**src/rtl/muldiv_sequencer_if.sv**
```systemverilog
// Handshake bundle between the EX stage and the iterative mult/div unit.
// The EX side drives operands and HI/LO accesses; the unit returns status and HI/LO.
interface muldiv_sequencer_if #(
    parameter int WIDTH = 32
);
    logic             intterupt;
    logic             start;
    logic [1:0]       op;
    logic [WIDTH-1:0] in1;
    logic [WIDTH-1:0] in2;
    logic             hiloaccess;
    logic             hiwrite;
    logic             lowrite;
    logic [WIDTH-1:0] wdata;
    logic             busy;
    logic             stallEX;
    logic             done;
    logic [WIDTH-1:0] hi;
    logic [WIDTH-1:0] lo;

    modport master (
        output intterupt, start, op, in1, in2,
        output hiloaccess, hiwrite, lowrite, wdata,
        input  busy, stallEX, done, hi, lo
    );

    modport slave (
        input  intterupt, start, op, in1, in2,
        input  hiloaccess, hiwrite, lowrite, wdata,
        output busy, stallEX, done, hi, lo
    );
endinterface

```
**src/rtl/muldiv_sequencer.sv**
```systemverilog
// Iterative shift-add multiply / restoring divide unit owning HI/LO.
// Runs on magnitudes for WIDTH steps, then sign-corrects in a single FIX cycle.
module muldiv_sequencer #(
    parameter int WIDTH = 32
) (
    input logic              clk,
    input logic              reset,
    muldiv_sequencer_if.slave bus
);
    localparam int CW = $clog2(WIDTH);
    localparam logic [1:0] S_IDLE = 2'd0;
    localparam logic [1:0] S_RUN  = 2'd1;
    localparam logic [1:0] S_FIX  = 2'd2;

    logic [1:0]         r_state;
    logic [CW-1:0]      r_cnt;
    logic               r_is_div;
    logic               r_sa;
    logic               r_sb;
    logic [WIDTH-1:0]   r_in1;
    logic [WIDTH-1:0]   r_b;
    logic [WIDTH-1:0]   r_hi;
    logic [WIDTH-1:0]   r_lo;
    logic [2*WIDTH-1:0] r_acc;
    logic               r_done;

    logic               w_busy;
    logic               w_sa;
    logic               w_sb;
    logic [WIDTH-1:0]   w_mag1;
    logic [WIDTH-1:0]   w_mag2;
    logic [WIDTH:0]     w_mul_sum;
    logic [2*WIDTH-1:0] w_mul_next;
    logic [WIDTH:0]     w_rem_sh;
    logic [WIDTH:0]     w_trial;
    logic [2*WIDTH-1:0] w_div_next;
    logic               w_neg;
    logic [2*WIDTH-1:0] w_prod;
    logic [WIDTH-1:0]   w_quo;
    logic [WIDTH-1:0]   w_rem;
    logic               w_dz;

    // op[0]=0 selects the signed variants
    assign w_sa   = ~bus.op[0] & bus.in1[WIDTH-1];
    assign w_sb   = ~bus.op[0] & bus.in2[WIDTH-1];
    assign w_mag1 = w_sa ? -bus.in1 : bus.in1;
    assign w_mag2 = w_sb ? -bus.in2 : bus.in2;

    assign w_mul_sum  = {1'b0, r_acc[2*WIDTH-1:WIDTH]}
                      + (r_acc[0] ? {1'b0, r_b} : '0);
    assign w_mul_next = {w_mul_sum, r_acc[WIDTH-1:1]};

    // remainder is always below the divisor, so one extra bit holds the shift
    assign w_rem_sh   = r_acc[2*WIDTH-1:WIDTH-1];
    assign w_trial    = w_rem_sh - {1'b0, r_b};
    assign w_div_next = w_trial[WIDTH]
                      ? {w_rem_sh[WIDTH-1:0], r_acc[WIDTH-2:0], 1'b0}
                      : {w_trial[WIDTH-1:0], r_acc[WIDTH-2:0], 1'b1};

    assign w_neg  = r_sa ^ r_sb;
    assign w_prod = w_neg ? -r_acc : r_acc;
    assign w_quo  = w_neg ? -r_acc[WIDTH-1:0] : r_acc[WIDTH-1:0];
    assign w_rem  = r_sa ? -r_acc[2*WIDTH-1:WIDTH] : r_acc[2*WIDTH-1:WIDTH];
    assign w_dz   = (r_b == '0);

    assign w_busy      = (r_state != S_IDLE);
    assign bus.busy    = w_busy;
    assign bus.stallEX = w_busy && (bus.start || bus.hiloaccess);
    assign bus.done    = r_done;
    assign bus.hi      = r_hi;
    assign bus.lo      = r_lo;

    always_ff @(posedge clk) begin
        if (reset) begin
            r_state  <= S_IDLE;
            r_cnt    <= '0;
            r_is_div <= 1'b0;
            r_sa     <= 1'b0;
            r_sb     <= 1'b0;
            r_in1    <= '0;
            r_b      <= '0;
            r_acc    <= '0;
            r_hi     <= '0;
            r_lo     <= '0;
            r_done   <= 1'b0;
        end else begin
            r_done <= 1'b0;
            if (bus.intterupt) begin
                r_state <= S_IDLE;
            end else begin
                unique case (r_state)
                    S_IDLE: begin
                        if (bus.hiwrite) r_hi <= bus.wdata;
                        if (bus.lowrite) r_lo <= bus.wdata;
                        if (bus.start) begin
                            r_state  <= S_RUN;
                            r_cnt    <= '0;
                            r_is_div <= bus.op[1];
                            r_sa     <= w_sa;
                            r_sb     <= w_sb;
                            r_in1    <= bus.in1;
                            r_b      <= w_mag2;
                            r_acc    <= {{WIDTH{1'b0}}, w_mag1};
                        end
                    end
                    S_RUN: begin
                        r_acc <= r_is_div ? w_div_next : w_mul_next;
                        r_cnt <= r_cnt + 1'b1;
                        if (r_cnt == CW'(WIDTH - 1)) r_state <= S_FIX;
                    end
                    S_FIX: begin
                        if (!r_is_div) begin
                            {r_hi, r_lo} <= w_prod;
                        end else if (w_dz) begin
                            r_hi <= r_in1;
                            r_lo <= '1;
                        end else begin
                            r_hi <= w_rem;
                            r_lo <= w_quo;
                        end
                        r_done  <= 1'b1;
                        r_state <= S_IDLE;
                    end
                    default: r_state <= S_IDLE;
                endcase
            end
        end
    end
endmodule

```
**src/flat_wrapper.sv**
```systemverilog
// flat-port wrapper written by rule: the top's interface ports become plain ports
module muldiv_sequencer_flat 
#(
    parameter int WIDTH = 32
)
  (clk, reset, bus_intterupt, bus_start, bus_op, bus_in1, bus_in2, bus_hiloaccess, bus_hiwrite, bus_lowrite, bus_wdata, bus_busy, bus_stallEX, bus_done, bus_hi, bus_lo);
  muldiv_sequencer_if #(.WIDTH(WIDTH)) bus_i ();
  input logic clk;
  input logic reset;
  input wire logic [$bits(bus_i.intterupt)-1:0] bus_intterupt;
  input wire logic [$bits(bus_i.start)-1:0] bus_start;
  input wire logic [$bits(bus_i.op)-1:0] bus_op;
  input wire logic [$bits(bus_i.in1)-1:0] bus_in1;
  input wire logic [$bits(bus_i.in2)-1:0] bus_in2;
  input wire logic [$bits(bus_i.hiloaccess)-1:0] bus_hiloaccess;
  input wire logic [$bits(bus_i.hiwrite)-1:0] bus_hiwrite;
  input wire logic [$bits(bus_i.lowrite)-1:0] bus_lowrite;
  input wire logic [$bits(bus_i.wdata)-1:0] bus_wdata;
  output wire logic [$bits(bus_i.busy)-1:0] bus_busy;
  output wire logic [$bits(bus_i.stallEX)-1:0] bus_stallEX;
  output wire logic [$bits(bus_i.done)-1:0] bus_done;
  output wire logic [$bits(bus_i.hi)-1:0] bus_hi;
  output wire logic [$bits(bus_i.lo)-1:0] bus_lo;
  assign bus_i.intterupt = bus_intterupt;
  assign bus_i.start = bus_start;
  assign bus_i.op = bus_op;
  assign bus_i.in1 = bus_in1;
  assign bus_i.in2 = bus_in2;
  assign bus_i.hiloaccess = bus_hiloaccess;
  assign bus_i.hiwrite = bus_hiwrite;
  assign bus_i.lowrite = bus_lowrite;
  assign bus_i.wdata = bus_wdata;
  assign bus_busy = bus_i.busy;
  assign bus_stallEX = bus_i.stallEX;
  assign bus_done = bus_i.done;
  assign bus_hi = bus_i.hi;
  assign bus_lo = bus_i.lo;
  muldiv_sequencer #(.WIDTH(WIDTH)) u_core (.clk(clk), .reset(reset), .bus(bus_i));
endmodule
```
**config.mk**
```make
export PLATFORM = sky130hd
export DESIGN_NAME = muldiv_sequencer_flat
export DESIGN_NICKNAME = d
export VERILOG_FILES = /design/src/rtl/muldiv_sequencer_if.sv /design/src/rtl/muldiv_sequencer.sv /design/src/flat_wrapper.sv
export SDC_FILE = /design/constraint.sdc
export NUM_CORES = 1
export LEC_CHECK = 0
export BUFFER_PORTS_ARGS = -buffer_cell sky130_fd_sc_hd__buf_4
export CELL_PAD_IN_SITES_DETAIL_PLACEMENT = 0
export CELL_PAD_IN_SITES_GLOBAL_PLACEMENT = 1
export CORE_ASPECT_RATIO = 1.2
export CORE_MARGIN = 2
export CORE_UTILIZATION = 37
export DETAILED_ROUTE_END_ITERATION = 8
export GPL_TIMING_DRIVEN = 0
export MAX_ROUTING_LAYER = met4
export PLACE_DENSITY = 0.75
export SLEW_MARGIN = 20
export SYNTH_ARGS = -nofsm -noshare
export SYNTH_HDL_FRONTEND = slang
export SYNTH_SLANG_ARGS = --single-unit
```
**constraint.sdc**
```tcl
create_clock -name clk -period 5.1 [get_ports clk]
set_input_delay 0.51 -clock clk [delete_from_list [all_inputs] [get_ports clk]]
set_output_delay 0.51 -clock clk [all_outputs]
set_load 0.1 [all_outputs]
```
==> out/qor.yml, run 1 <==
cts_root_buf: "clkbuf_16"
hold_path.class: "primary input to flop"
max_cap_violations: 0
synth-seq-area-share_pct: 25.5
drt_iter0_drc: 1305
wl_um: 73300
pin_count: 172
grt_overflow: 0
path_max_fanout: 10
antenna_found_initial: 1
clk_pin_slew_ns: 0.06
p_per_area_nw_per_um2: 253
criticalPathCategory: "flop to flop"
avgSynthCellArea_um2: 7.37
grt_pass1_wl_um: 108000
hold_end: "u_core.r_is_div$_SDFFE_PP0P_"
synth_cell_types: 92
fin_ws_ns: 0.393
synth_nets: 2338
cts.hold.buffers_added: 0
hold_start: "bus_op[1]"
max-vdd-ir-drop_mv: 0.270
worstSetupStartpointType: "flop"
numPortBuffers: 170
final_core_util_pct: 43.7
synth_top_area_share_pct: 25.5
synth-seq-cells: 203
synth_top_cell_by_area: "dfxtp_1"
synth_area_leaders: "dfxtp_1, a21oi_1, xnor2_1, nand2_1, ha_1"
fin_crit_sh_pct: 92.3
setup_tns_ns: 0
fin_crit_ns: 4.71
numCtsBuffers: 24
cts_buffer_depth: 3
die_w_um: 193
synth_most_common_cell: "a21oi_1"
gp_congestion: 0.993
num_vias: 17200
reg2regPathDepth: 15
cts.sinks: 203
worst_pin_slew_ns: 1.12
cts_tree: "done"
maxSlewViolCount: 0
grt_usage_pct: 32.7
synthCells: 2161
dp.final_hpwl_um: 59800
fmax_ghz: 0.212
setup_viol: 0
die_area_um2: 44700
via_per_inst: 5.89
fin_cells: 2927
synthToLayoutAreaGrowth_pct: 17.2
cp.arrival_ns: 5.12
cts_setup_buffers: 0
dr.pass1.iters: 6
dp_slack_ns: 0.282
coreArea_um2: 42700
synth_common_cells: "a21oi_1, nand2_1, nor2_1"
drive_above_1_share_pct: 11.6
drc: 0
p_leak_uw: 0.00730
required_ns: 5.51
dpl.cell_count: 2884
status: "finished clean"
clock_skew_ns: 0.0187
grt_max_degree: 13
grt_pass1_vias: 16800
reg2reg_slack_ns: 0.39
rows: 83
initial_utilization_pct: 37.3
worst_skew_pair.late_latency_ns: 0.56
timing.rr.end: "u_core.bus.hi[0]$_SDFFE_PP0P_"
synthFlopType: "dfxtp_1"
ant_nets: 0
hold_viol: 0
async_flop_share_pct: 0
synth_warnings: 0
synth_edf_count: 0
max_slew_margin_pct: 25.3
r2r-start: "u_core.r_acc[0]$_SDFFE_PP0P_"
rsz0062_at_grt: "false"
die_y_um: 231
synth_area_um2: 15900
htreeDepth: 1
hold_depth: 3
wl_per_cell_um: 25.0
final_net_count: 2535
endpoint_kind: "flop"
how the worst max path moves through the flow:
| stage | start | end | slack, ns | depth (start not counted) |
|---|---|---|---|---|
| 2_1_floorplan | u_core.r_acc[0]$_SDFFE_PP0P_ | u_core.r_acc[63]$_SDFFE_PP0P_ | 1.86 | 14 |
| 3_3_place_gp | u_core.r_acc[0]$_SDFFE_PP0P_ | u_core.bus.hi[0]$_SDFFE_PP0P_ | 0.28 | 15 |
| 3_5_place_dp | u_core.r_acc[0]$_SDFFE_PP0P_ | u_core.bus.hi[0]$_SDFFE_PP0P_ | 0.28 | 15 |
| 4_1_cts | u_core.r_acc[0]$_SDFFE_PP0P_ | u_core.bus.hi[0]$_SDFFE_PP0P_ | 0.25 | 15 |
| 5_1_grt | u_core.r_acc[0]$_SDFFE_PP0P_ | u_core.bus.hi[0]$_SDFFE_PP0P_ | 0.29 | 15 |
| 6_report | u_core.r_acc[0]$_SDFFE_PP0P_ | u_core.bus.hi[0]$_SDFFE_PP0P_ | 0.39 | 15 |
worst max-delay path, stage by stage (launching register included):
cell and delay (ns):
dfxtp_1 0.44, inv_1 0.31, clkbuf_2 0.40, ha_1 0.23, nand2b_1 0.10, or3b_1 0.38, clkbuf_1 0.20, nor3_4 0.40
and2_1 0.19, clkbuf_1 0.47, nor2_1 0.11, xnor2_1 0.15, o21ai_0 0.57, o21ai_0 0.36, o21ai_0 0.16, nor2_1 0.05
placed cells by master (no fill, tap or decap), drive strengths merged, types with 7 or more instances in the layout:
| master | instances |
|---|---|
| or3 | 22 |
| o21ai | 160 |
| ha | 70 |
| o211ai | 20 |
| o21a | 12 |
| or2 | 8 |
| o41ai | 19 |
| a21o | 34 |
| buf | 197 |
| a211oi | 108 |
| nand4 | 14 |
| xnor2 | 115 |
| clkinv | 7 |
| or4 | 9 |
| o221ai | 39 |
| nand2b | 20 |
| a21oi | 240 |
| and3 | 13 |
| clkbuf | 175 |
| nand2 | 236 |
| nor2 | 230 |
| nor4 | 28 |
| o31ai | 27 |
| xor2 | 80 |
| a311oi | 11 |
| inv | 58 |
| nor3 | 39 |
| nor2b | 10 |
| a31oi | 15 |
| mux2i | 19 |
| a22oi | 20 |
| and2 | 34 |
| nand3 | 15 |
| dfxtp | 203 |
flip-flops by register name (all words and copies together), names as in the netlist:
register,flops
u_core.r_acc,64
u_core.bus.hi,32
u_core.bus.lo,32
u_core.r_b,32
u_core.r_in1,32
u_core.r_cnt,5
u_core.r_state,2
u_core.bus.done,1
u_core.r_is_div,1
u_core.r_sa,1
u_core.r_sb,1
layer usage:
metal	share of wire (%)	up-vias	track usage (%)
li1	-	8220	-
met4	7.1	0	20.1
met3	4.6	183	3.35
met1	39	8211	36.4
met5	0	-	-
met2	49	620	56.6
power breakdown:
group | internal (µW) | leakage, µW | switching, µW
combinational | 392 | 0.00528 | 859
sequential | 1670 | 0.00166 | 102
clock | 950 | 0.000363 | 756
total | 3010 | 0.00730 | 1720
what timing repair did:
item,CTS,global route
hold endpoints to repair,0,0
resized for setup,0,2
endpoints found under the setup margin,0,1
area by class of cell:
class / instances / area (µm²)
Tap cell: 552 / 691
Buffer: 169 / 698
Clock buffer: 32 / 651
Clock inverter: 10 / 98.8
Sequential cell: 203 / 4060
Timing Repair Buffer: 171 / 1280
Inverter: 58 / 218
Multi-Input combinational cell: 1731 / 11000
Fill cell: 4513 / 24000
Antenna cell: 1 / 2.50
logic make-up after synthesis:
group | after synthesis | synth area share (%)
compound gates | 750 | 30.3
simple gates | 692 | 20.5
buf+inv | 227 | 5.74
flops | 203 | 25.5
xor+xnor | 195 | 10.8
fa+ha+maj | 72 | 5.75
mux | 22 | 1.41
per-stage QoR:
stage,total power (µW),hold WS (ns),area (µm²)
after global placement,3030,0.442,17900
after detailed placement,3040,0.446,17900
after CTS,4720,0.219,18700
final,4720,0.214,18700
after floorplan,2570,0.433,15900
after global routing,4890,0.229,18700
No activity file was read; power rests on OpenSTA's default activity.
==> run 2: changes to the inputs <==
--- a/config.mk
+++ b/config.mk
@@ -11,6 +11,7 @@
 export CORE_ASPECT_RATIO = 1.2
 export CORE_MARGIN = 2
 export CORE_UTILIZATION = 37
+export CTS_BUF_LIST = sky130_fd_sc_hd__clkbuf_4
 export DETAILED_ROUTE_END_ITERATION = 8
 export GPL_TIMING_DRIVEN = 0
 export MAX_ROUTING_LAYER = met4
==> constraint.sdc (replaced) <==
create_clock -name clk -period 5.7 [get_ports clk]
set_input_delay 0.57 -clock clk [delete_from_list [all_inputs] [get_ports clk]]
set_output_delay 0.57 -clock clk [all_outputs]
set_load 0.1 [all_outputs]
==> run 2 against run 1 <==
  * Setup slack better by 0.34 ns
  * Combinational power is 10% lower
  * Maximum frequency is 5.2% lower
  * Via count is 1.2% higher
  * Sequential power is 11% lower
  * First-iteration DRC count is 8.3% higher
  * Utilization is 0.17 points lower
==> out/qor.yml, run 2 (synthesis results as in run 1) <==
met2_length_um: 35600
top_register: "u_core.r_acc"
final_net_count: 2569
p_leak_uw: 0.00733
wl_um: 73700
clock_skew_ns: 0.0296
coreArea_um2: 42700
ant_nets: 0
n_fill_cell: 4550
synthToLayoutAreaGrowth_pct: 16.8
crit_path_end: "u_core.bus.hi[0]$_SDFFE_PP0P_"
drt_iter0_drc: 1413
htreeDepth: 2
setup_tns_ns: 0
endpoint_kind: "flop"
holdWs_ns: 0.0356
drc: 0
fmax_ghz: 0.201
gp_congestion: 0.993
criticalPathCategory: "flop to flop"
required_ns: 6.36
largest_register_ffs: 64
hold_path.class: "primary input to flop"
grt_overflow: 0
die_area_um2: 44700
cts.sinks: 203
reg2reg_slack_ns: 0.74
grt_pass1_vias: 17100
grt_pass1_wl_um: 109000
wl_met3_um: 4180
die_w_um: 193
total_power_uw: 4020
max-vdd-ir-drop_mv: 0.132
die_y_um: 231
grt_usage_pct: 33.2
numPortBuffers: 170
cts_root_buf: "clkbuf_4"
wl_met1_um: 28400
antenna_found_initial: 3
via_per_inst: 5.84
max_cap_violations: 0
numCtsBuffers: 57
final_core_util_pct: 43.6
timing.rr.end: "u_core.bus.hi[0]$_SDFFE_PP0P_"
clk_pin_slew_ns: 0.07
wl_per_cell_um: 24.7
r2r-start: "u_core.r_acc[0]$_SDFFE_PP0P_"
cts.repair.resized: 0
setup_viol: 0
p_per_area_nw_per_um2: 216
worst_skew_pair.late_latency_ns: 0.82
regArea_um2: 4060
fin_crit_ns: 4.96
multi_input_area_um2: 11000
place_area_um2: 17900
hold_viol: 0
top_layer_used: "met4"
max_slew_margin_pct: 26.1
reg2regPathDepth: 15
layout_common_cells: "a21oi_1, nand2_1, nor2_1"
pin_count: 172
grt_max_degree: 16
cts_buffer_depth: 3
cp.arrival_ns: 5.62
fin_crit_sh_pct: 87.1
dr.pass1.iters: 5
design_area_um2: 18600
rsz0062_at_grt: "false"
startpoint: "u_core.r_acc[0]$_SDFFE_PP0P_"
drive_above_1_share_pct: 13.3
final_common_cell: "a21oi_1"
maxSlewViolCount: 0
worst_pin_slew_ns: 1.11
status: "finished clean"
num_vias: 17400
path_max_fanout: 10
rows: 83
cts_tree: "done"
worstSetupStartpointType: "flop"
dp.final_hpwl_um: 59800
initial_utilization_pct: 37.3
## run 2: changes by cell type in the layout (fill, tap and decap cells not counted), moves of 2 or more
cell        change
clkinvlp_4      -2
clkbuf_1        -5
clkbuf_16      -24
clkbuf_8        -2
clkinv_1       +11
diode_2         +4
clkbuf_4       +80
clkinv_2        -3
## run 2: what timing repair did
action | in CTS | in global routing
buffers inserted | 0 | 0
hold buffers | 1 | 0
endpoints found under the hold margin | 1 | 0
## run 2: per-stage QoR
| step | instances | worst slack (ns) |
|---|---|---|
| 3_3_place_gp | 2883 | 0.877 |
| 4_1_cts | 2979 | 0.858 |
| 6_report | 2984 | 0.737 |
| 3_5_place_dp | 2884 | 0.882 |
| 2_1_floorplan | 2161 | 2.46 |
| 5_1_grt | 2984 | 0.609 |
## run 2: layout make-up
type,instances,share of cell area (%)
repair buffers,172,6.95
inverters,58,1.17
well taps,552,3.71
diodes,5,0.0673
clock inverters,14,0.316
plain buffers,169,3.75
multi-input cells,1731,58.9
clock buffers,80,3.23
flip-flops and latches,203,21.9
## run 2: worst max-delay path: stages, from the launching register on
cell,delay [ns]
dfxtp_1,0.44
inv_1,0.31
clkbuf_1,0.62
ha_1,0.29
nand2b_1,0.10
or3b_1,0.38
clkbuf_1,0.20
nor3_4,0.41
and2_1,0.19
clkbuf_1,0.46
nor2_1,0.11
xnor2_1,0.16
o21ai_0,0.57
o21ai_0,0.35
o21ai_0,0.15
nor2_1,0.05
## run 2: routing by layer
| layer | global-route usage (%) | vias to the layer above |
|---|---|---|
| met4 | 22.1 | 0 |
| met1 | 36.0 | 8292 |
| met3 | 5.12 | 209 |
| met2 | 56.4 | 628 |
| met5 | - | - |
| li1 | - | 8312 |
## run 2: how the worst min path moves through the flow
stage	slack [ns]	end	from	cells after the start
3_5_place_dp	0.45	u_core.bus.lo[17]$_SDFFE_PP0P_	u_core.bus.lo[17]$_SDFFE_PP0P_	2
4_1_cts	0.0005	u_core.r_in1[31]$_SDFFE_PP0P_	bus_in1[31]	3
3_3_place_gp	0.44	u_core.bus.hi[12]$_SDFFE_PP0P_	u_core.bus.hi[12]$_SDFFE_PP0P_	1
5_1_grt	-0.009	u_core.r_in1[31]$_SDFFE_PP0P_	bus_in1[31]	3
2_1_floorplan	0.43	u_core.r_in1[11]$_SDFFE_PP0P_	u_core.r_in1[11]$_SDFFE_PP0P_	2
6_report	0.04	u_core.r_in1[31]$_SDFFE_PP0P_	bus_in1[31]	3
## run 2: where the power goes
part | switching [µW] | internal, µW
sequential | 91.2 | 1490
clock | 687 | 637
combinational | 768 | 351
total | 1550 | 2480
